File: src/rtl/product_bcd_pkg.sv
// Shared types and helpers for the product-to-BCD conversion stage.
package product_bcd_pkg;

    typedef enum logic [1:0] {
        IDLE  = 2'd0,
        SHIFT = 2'd1,
        DONE  = 2'd2
    } state_e;

    localparam int DIGIT_W = 4;

    // Decimal digits needed to hold the largest magnitude, 2^(width-1).
    function automatic int required_digits(input int width);
        longint v;
        int     d;
        v = longint'(1) << (width - 1);
        d = 0;
        while (v > 0) begin
            v = v / 10;
            d = d + 1;
        end
        return d;
    endfunction

endpackage

File: src/rtl/bcd_digit_adjust.sv
// Double-dabble digit correction: add 3 to a BCD digit of 5 or more.
module bcd_digit_adjust
    import product_bcd_pkg::*;
(
    input  logic [DIGIT_W-1:0] din,
    output logic [DIGIT_W-1:0] dout
);

    always_comb begin
        dout = din;
        if (din >= DIGIT_W'(5)) begin
            dout = din + DIGIT_W'(3);
        end
    end

endmodule

File: src/rtl/product_bcd_converter.sv
// Converts the signed multiplier product to sign + packed BCD magnitude.
//
// state | meaning
// IDLE  | waiting for start, outputs hold last result
// SHIFT | one add-3/shift step per cycle, WIDTH steps
// DONE  | result just loaded, valid high, may restart on start
module product_bcd_converter
    import product_bcd_pkg::*;
#(
    parameter int WIDTH  = 16,
    parameter int DIGITS = 5
) (
    input  logic                     clk,
    input  logic                     rst_n,
    input  logic                     start,
    input  logic [WIDTH/2-1:0]       prod_hi,
    input  logic [WIDTH/2-1:0]       prod_lo,
    output logic                     busy,
    output logic                     valid,
    output logic                     neg,
    output logic [DIGIT_W*DIGITS-1:0] bcd
);

    localparam int CNT_W  = $clog2(WIDTH + 1);
    localparam int BCD_W  = DIGIT_W * DIGITS;
    localparam logic [CNT_W-1:0] LAST_SHIFT = CNT_W'(WIDTH - 1);

    if (DIGITS < required_digits(WIDTH)) begin : g_digits_check
        $error("product_bcd_converter: DIGITS too small for WIDTH");
    end

    state_e             state_q, state_d;
    logic [CNT_W-1:0]   cnt_q, cnt_d;
    logic [WIDTH-1:0]   mag_q, mag_d;
    logic [BCD_W-1:0]   work_q, work_d;
    logic               neg_next_q, neg_next_d;
    logic [BCD_W-1:0]   bcd_q, bcd_d;
    logic               neg_q, neg_d;

    logic [BCD_W-1:0]       work_adj;
    logic [BCD_W+WIDTH-1:0] shifted;
    logic [WIDTH-1:0]       prod;
    logic                   capture;
    logic                   last_shift;

    for (genvar g = 0; g < DIGITS; g++) begin : g_adj
        bcd_digit_adjust u_adj (
            .din  (work_q[DIGIT_W*g +: DIGIT_W]),
            .dout (work_adj[DIGIT_W*g +: DIGIT_W])
        );
    end

    assign prod       = {prod_hi, prod_lo};
    assign capture    = start && (state_q == IDLE || state_q == DONE);
    assign last_shift = (state_q == SHIFT) && (cnt_q == LAST_SHIFT);
    assign shifted    = {work_adj[BCD_W-2:0], mag_q, 1'b0};

    // State register
    always_ff @(posedge clk or negedge rst_n) begin
        if (!rst_n) begin
            state_q <= IDLE;
        end else begin
            state_q <= state_d;
        end
    end

    // Next-state logic
    always_comb begin
        state_d = state_q;
        case (state_q)
            IDLE:    if (start) state_d = SHIFT;
            SHIFT:   if (cnt_q == LAST_SHIFT) state_d = DONE;
            DONE:    state_d = start ? SHIFT : IDLE;
            default: state_d = IDLE;
        endcase
    end

    // Output logic
    always_comb begin
        busy  = (state_q != IDLE);
        valid = (state_q == DONE);
    end

    // Datapath next values
    always_comb begin
        cnt_d      = cnt_q;
        mag_d      = mag_q;
        work_d     = work_q;
        neg_next_d = neg_next_q;
        bcd_d      = bcd_q;
        neg_d      = neg_q;
        if (capture) begin
            // Two's-complement negate keeps 0x8000 as magnitude 32768.
            neg_next_d = prod[WIDTH-1];
            mag_d      = prod[WIDTH-1] ? (~prod + WIDTH'(1)) : prod;
            work_d     = '0;
            cnt_d      = '0;
        end else if (state_q == SHIFT) begin
            work_d = shifted[BCD_W+WIDTH-1:WIDTH];
            mag_d  = shifted[WIDTH-1:0];
            cnt_d  = cnt_q + CNT_W'(1);
        end
        // Result lands on the same edge that enters DONE.
        if (last_shift) begin
            bcd_d = shifted[BCD_W+WIDTH-1:WIDTH];
            neg_d = neg_next_q;
        end
    end

    always_ff @(posedge clk or negedge rst_n) begin
        if (!rst_n) begin
            cnt_q      <= '0;
            mag_q      <= '0;
            work_q     <= '0;
            neg_next_q <= 1'b0;
            bcd_q      <= '0;
            neg_q      <= 1'b0;
        end else begin
            cnt_q      <= cnt_d;
            mag_q      <= mag_d;
            work_q     <= work_d;
            neg_next_q <= neg_next_d;
            bcd_q      <= bcd_d;
            neg_q      <= neg_d;
        end
    end

    assign bcd = bcd_q;
    assign neg = neg_q;

endmodule
File: config.mk
export PLATFORM = sky130hd
export DESIGN_NAME = product_bcd_converter
export DESIGN_NICKNAME = d
export VERILOG_FILES = /design/src/rtl/product_bcd_pkg.sv /design/src/rtl/bcd_digit_adjust.sv /design/src/rtl/product_bcd_converter.sv
export SDC_FILE = /design/constraint.sdc
export NUM_CORES = 1
export LEC_CHECK = 0
export CORE_UTILIZATION = 45
export DETAILED_ROUTE_END_ITERATION = 8
export PLACE_DENSITY = 0.69
export SLEW_MARGIN = 10
export SYNTH_ARGS = -nofsm -noshare
export SYNTH_HDL_FRONTEND = slang
export SYNTH_HIERARCHICAL = 1
export SYNTH_SLANG_ARGS = --single-unit
File: constraint.sdc
create_clock -name clk -period 1.9 [get_ports clk]
set_clock_uncertainty 0.15 [all_clocks]
set_input_delay 0.475 -clock clk [delete_from_list [all_inputs] [get_ports clk]]
set_output_delay 0.475 -clock clk [all_outputs]
set_load 0.03 [all_outputs]
==> metrics.yaml, run 1 <==
sta:
  slew_headroom: 0.619
  worstMarginPinSlew_ns: 0.571
  max_freq_mhz: 543
  hold_viol: 11
  grt_setup_unrepaired: "false"
  final.period_utilization: 0.969
  setup_viol: 0
  fin_tns_setup_ns: 0
  drv_slew: 0
  whs_ns: -0.0154
  period_needed_ns: 1.84
worst_setup_path:
  path_class: "input pin to register"
  crit_family: "buffers and inverters"
  critical_path.max_fanout: 4
  worst_path_most_repeated_cell: "buf_4"
  crit_arrival_ns: 1.95
  slowest_delay_ns: 0.42
  cp_data_required_time_ns: 2.00
  path_cells: "clkdlybuf4s50_1, buf_4, nor4_1, buf_4, a41oi_1, xnor2_1, a21oi_1"
  end_kind: "register"
  critPathSlowestCell: "clkdlybuf4s50_1"
  cp_num_buf_inv: 3
  cp-start-kind: "input pin"
clocking:
  clkTransAtPathRegs_ns: 0.06
  clk-insertion-delay-late_ns: 0.33
  cts_hold_buf: 0
  cts_tree: "built"
  cts_root_buf: "clkbuf_8"
  cts.sinks: 65
  cts_htree_levels: 3
  cts_buffers: 9
  cts.path.max_buffers: 2
min_path:
  hold_path_class: "input pin to asynchronous set/reset pin"
power:
  switchingPower_w: 0.00274
  ir_worst_vdd_mv: 0.585
  comb_power_share: 0.477
  clockPowerShare: 0.184
  intPower_w: 0.00442
  power.density_nw_per_um2: 1630
  p_leak_nw: 2.20
  switching_share: 0.383
  p_total_w: 0.00717
  seqPwrFrac: 0.339
global_route:
  antenna_found_initial: 0
  grt_pass1_vias: 2589
  track_usage: 0.191
  overflow: 0
  grt_pass1_wl_um: 11500
  grt_start_max_net_pins: 66
floorplan:
  initial_core_util: 0.464
  die_h_um: 88.5
  dieArea_um2: 7830
  row_count: 31
  coreArea_um2: 7250
  die_w_um: 88.5
  io_pins: 42
logic_synthesis:
  synth-warning-count: 6
  syn_inst: 327
  synth.avg_cell_area_um2: 10.3
  syn_area_um2: 3370
  syn-num-nets: 359
final_layout:
  area_growth_pct: 31.0
  diodes: 0
  post-route-cell-area_um2: 4410
  final_nets: 433
  utilization: 0.608
  drive_above_1_share: 0.232
routing:
  ant_nets: 0
  drt_iter0_drc: 95
  drt_pass1_iterations: 4
  vias: 2657
  detail_route.wirelength_um: 6690
  drc_errors: 0
  avgViaCountPerCell: 5.26
  wl_per_cell_um: 13.2
run_status:
  run_status: "finished with violations"
  failed_checks: "hold timing"
placed_design:
  port_buffers: 41
  routabilityCongestion: 0.857
  dp_hpwl_um: 4650
  post_dp_cell_area_um2: 4140
job:
  maxCapViolCount: 0
==> final timing paths <==
kind / start / to / slack [ns] / cells after the start
worst max-delay path: prod_lo[2] / mag_q[13] / 0.06 / 7
worst min-delay path: rst_n / work_q[5] / -0.02 / 2
worst max register to register: cnt_q[0] / bcd[2] / 0.08 / 6
worst min register to register: neg_next_q / neg_next_q / 0.33 / 2
max in group asynchronous: rst_n / work_q[3] / 1.32 / 2
min in group clk: neg_next_q / neg_next_q / 0.33 / 2
==> per-stage QoR <==
stage,hold WS [ns],worst slack (ns),instances
after floorplan,0.0294,0.0296,327
after global placement,0.313,-0.386,488
after detailed placement,0.321,-0.440,488
after CTS,0.00333,-0.0467,504
after global routing,0.0167,0.0129,505
final,-0.0154,0.0592,505
==> cell usage in the layout (no fill, tap or decap), types with 10 or more instances in the layout <==
| cell type | n |
|---|---|
| dfrtp_1 | 65 |
| nand2_1 | 50 |
| buf_4 | 32 |
| dlygate4sd2_1 | 24 |
| a22o_1 | 21 |
| mux2_2 | 21 |
| inv_1 | 13 |
| o21ai_0 | 13 |
| and3_1 | 12 |
| nand2b_1 | 12 |
| a21oi_1 | 12 |
| nor2_1 | 11 |
| clkbuf_8 | 11 |
| clkdlybuf4s50_1 | 11 |
| xnor2_1 | 10 |
| ha_1 | 10 |
==> area by class of cell <==
cell class                      instances  area (µm²)
Inverter                               16        60.1
Clock buffer                           14         163
Timing Repair Buffer                   77         704
Tap cell                               99         124
Clock inverter                          2        60.1
Multi-Input combinational cell        232        1670
Fill cell                             642        2840
Sequential cell                        65        1630
==> state kept, by name (all words and copies together), names as in the netlist <==
signal and count:
bcd 20, cnt_q 5, mag_q 16, neg 1
neg_next_q 1, state_q 2, work_q 20
==> routing by layer <==
metal,GRT usage,vias to the layer above,routed length (µm)
li1,-,1301,-
met2,0.313,54,3250
met4,0.0689,0,47
met3,0.0448,2,236
met1,0.249,1300,3150
met5,0,-,0
==> power by group through the flow <==
stage          combinational, W  clock, W  sequential, W
6_report                0.00342   0.00132        0.00243
5_1_grt                 0.00380   0.00141        0.00252
3_3_place_gp            0.00345         0        0.00243
4_1_cts                 0.00344   0.00135        0.00243
3_5_place_dp            0.00354         0        0.00245
2_1_floorplan           0.00210         0        0.00274
==> worst register-to-register path: cells and delay by family (launching register included) <==
family                   cells  cell delay [ns]
buffers and inverters        1             0.15
flip-flops                   1             0.39
adder cells (fa/ha/maj)      2             0.38
multiplexers                 1             0.35
AND/OR/NAND/NOR              2             0.29
==> repair_timing <==
item / in CTS / in global routing
cloned: 0 / 1
resized for setup: 32 / 13
endpoints found under the setup margin: 35 / 30
pin swaps: 4 / 5
buffers inserted: 0 / 0
No activity file was read; power rests on OpenSTA's default activity.
==> inputs of run 2 (changes only) <==
- CTS_CLUSTER_DIAMETER: unset -> 100
==> results of run 2 <==
The final DEF is identical to that of run 1; final timing and power are the same.
==> inputs of run 3 (changes only) <==
- SKIP_CTS_REPAIR_TIMING: unset -> 1
==> run 3 against run 2 <==
The flow still finishes with violations (hold timing). Die area is the same. Sequential cell count is the same. Wire length grew 0.55%. Combinational power grew 2%. Worst hold slack gained 0.0056 ns. Highest routed layer unchanged. First-iteration DRC count shrank 24%. Sequential power is essentially flat. Worst setup slack lost 0.0064 ns. Clock power is essentially flat. Cell area grew 1.5%. Final cell count shrank 0.20%. Largest cell class unchanged.
==> metrics.yaml, run 3 (same netlist as run 1, synthesis figures left out) <==
placed_design:
  port_buffers: 41
  dp_hpwl_um: 4650
  dp_slack_ns: -0.440
  placed_cells: 488
  routabilityCongestion: 0.857
routing:
  drc_errors: 0
  avgViaCountPerCell: 5.25
  drt_pass1_iterations: 4
  detail_route.wirelength_um: 6730
  drt_iter0_drc: 72
  ant_nets: 0
  wl_per_cell_um: 13.3
  vias: 2646
clocking:
  clk-insertion-delay-late_ns: 0.34
  cts_buffers: 9
  clkTransAtPathRegs_ns: 0.06
  cts_root_buf: "clkbuf_8"
  cts.path.max_buffers: 2
  cts_htree_levels: 3
  cts_tree: "built"
  cts.sinks: 65
sta:
  whs_ns: -0.00980
  period_needed_ns: 1.85
  hold_viol: 19
  worstMarginPinSlew_ns: 0.570
  fin_ws_ns: 0.0527
  grt_setup_unrepaired: "false"
  final.period_utilization: 0.972
  slew_headroom: 0.620
  max_freq_mhz: 541
  setup_viol: 0
  drv_slew: 0
worst_setup_path:
  slowest_delay_ns: 0.43
  r2r_cells: 6
  cp_data_required_time_ns: 2.01
  cp-start-kind: "input pin"
  worst_path_most_repeated_cell: "buf_4"
  reg2reg_to: "bcd[18]"
  critical_path.max_fanout: 4
  path_cells: "clkdlybuf4s50_1, buf_4, nor4_1, buf_4, a41oi_1, xnor2_1, a21oi_1"
  critPathSlowestCell: "clkdlybuf4s50_1"
  rrSetupSlack_ns: 0.11
  crit_arrival_ns: 1.95
  path_class: "input pin to register"
  rr_startpoint: "cnt_q[0]"
  end_kind: "register"
power:
  ir_worst_vdd_mv: 0.584
  comb_power_share: 0.483
  seqPwrFrac: 0.335
  switching_share: 0.378
  switchingPower_w: 0.00275
  power.density_nw_per_um2: 1620
  intPower_w: 0.00451
  p_leak_nw: 2.47
  clockPowerShare: 0.183
floorplan:
  io_pins: 42
  die_w_um: 88.5
  coreArea_um2: 7250
  dieArea_um2: 7830
  row_count: 31
  initial_core_util: 0.464
  die_h_um: 88.5
final_layout:
  final_common_cell: "dfrtp_1"
  layout.cells.non_filler: 504
  diodes: 0
  seq_area_um2: 1630
  utilization: 0.617
  fillers: 628
  drive_above_1_share: 0.230
  final_nets: 432
  area_growth_pct: 33.0
  multi_input_area_um2: 1670
  final_cell_mix: "dfrtp_1 (65), nand2_1 (50), buf_4 (32)"
global_route:
  antenna_found_initial: 0
  grt_pass1_vias: 2594
  grt_start_max_net_pins: 66
  track_usage: 0.191
  overflow: 0
  grt_pass1_wl_um: 11500
job:
  maxCapViolCount: 0
run_status:
  run_status: "finished with violations"
  failed_checks: "hold timing"
min_path:
  hold_path_class: "input pin to asynchronous set/reset pin"
run 3: worst max-delay path: cells and delay by family:
family | cells | cell delay, ns
compound gates | 2 | 0.29
simple gates | 1 | 0.27
buf+inv | 3 | 0.77
xor+xnor | 1 | 0.16
run 3: how the worst max path moves through the flow:
| stage | from | endpoint | depth (start not counted) |
|---|---|---|---|
| finish | prod_lo[2] | mag_q[13] | 7 |
| global route | cnt_q[0] | bcd[12] | 6 |
| CTS | state_q[1] | busy | 2 |
| detailed placement | prod_lo[0] | mag_q[14] | 7 |
| global placement | prod_lo[0] | mag_q[14] | 7 |
| floorplan | cnt_q[0] | bcd[0] | 6 |
run 3: layout make-up:
cell class                      instances  area share
Tap cell                               99      0.0277
Clock buffer                           14      0.0363
Timing Repair Buffer                   76       0.172
Clock inverter                          2      0.0134
Sequential cell                        65       0.363
Inverter                               16      0.0134
Multi-Input combinational cell        232       0.374
run 3: metrics by stage:
stage	instance area (µm²)	power, W	TNS [ns]	hold slack (ns)
CTS	4360	0.00735	-2.80	0.00333
global placement	4140	0.00588	-3.36	0.313
detailed placement	4140	0.00600	-4.02	0.321
floorplan	3370	0.00485	0	0.0294
finish	4480	0.00726	0	-0.00980
global route	4480	0.00782	0	0.0165
run 3: layer usage:
layer  vias to the layer above  track usage  wire [µm]
li1                       1297            -          -
met1                      1292        0.247       3180
met2                        50        0.313       3190
met3                         7       0.0448        270
met4                         0       0.0689         86
met5                         -            0          0
run 3: power groups by stage:
stage	Clock, W	Sequential [W]	Combinational [W]
floorplan	0	0.00274	0.00210
global placement	0	0.00243	0.00345
detailed placement	0	0.00245	0.00354
CTS	0.00135	0.00243	0.00357
global route	0.00141	0.00252	0.00389
finish	0.00133	0.00243	0.00350
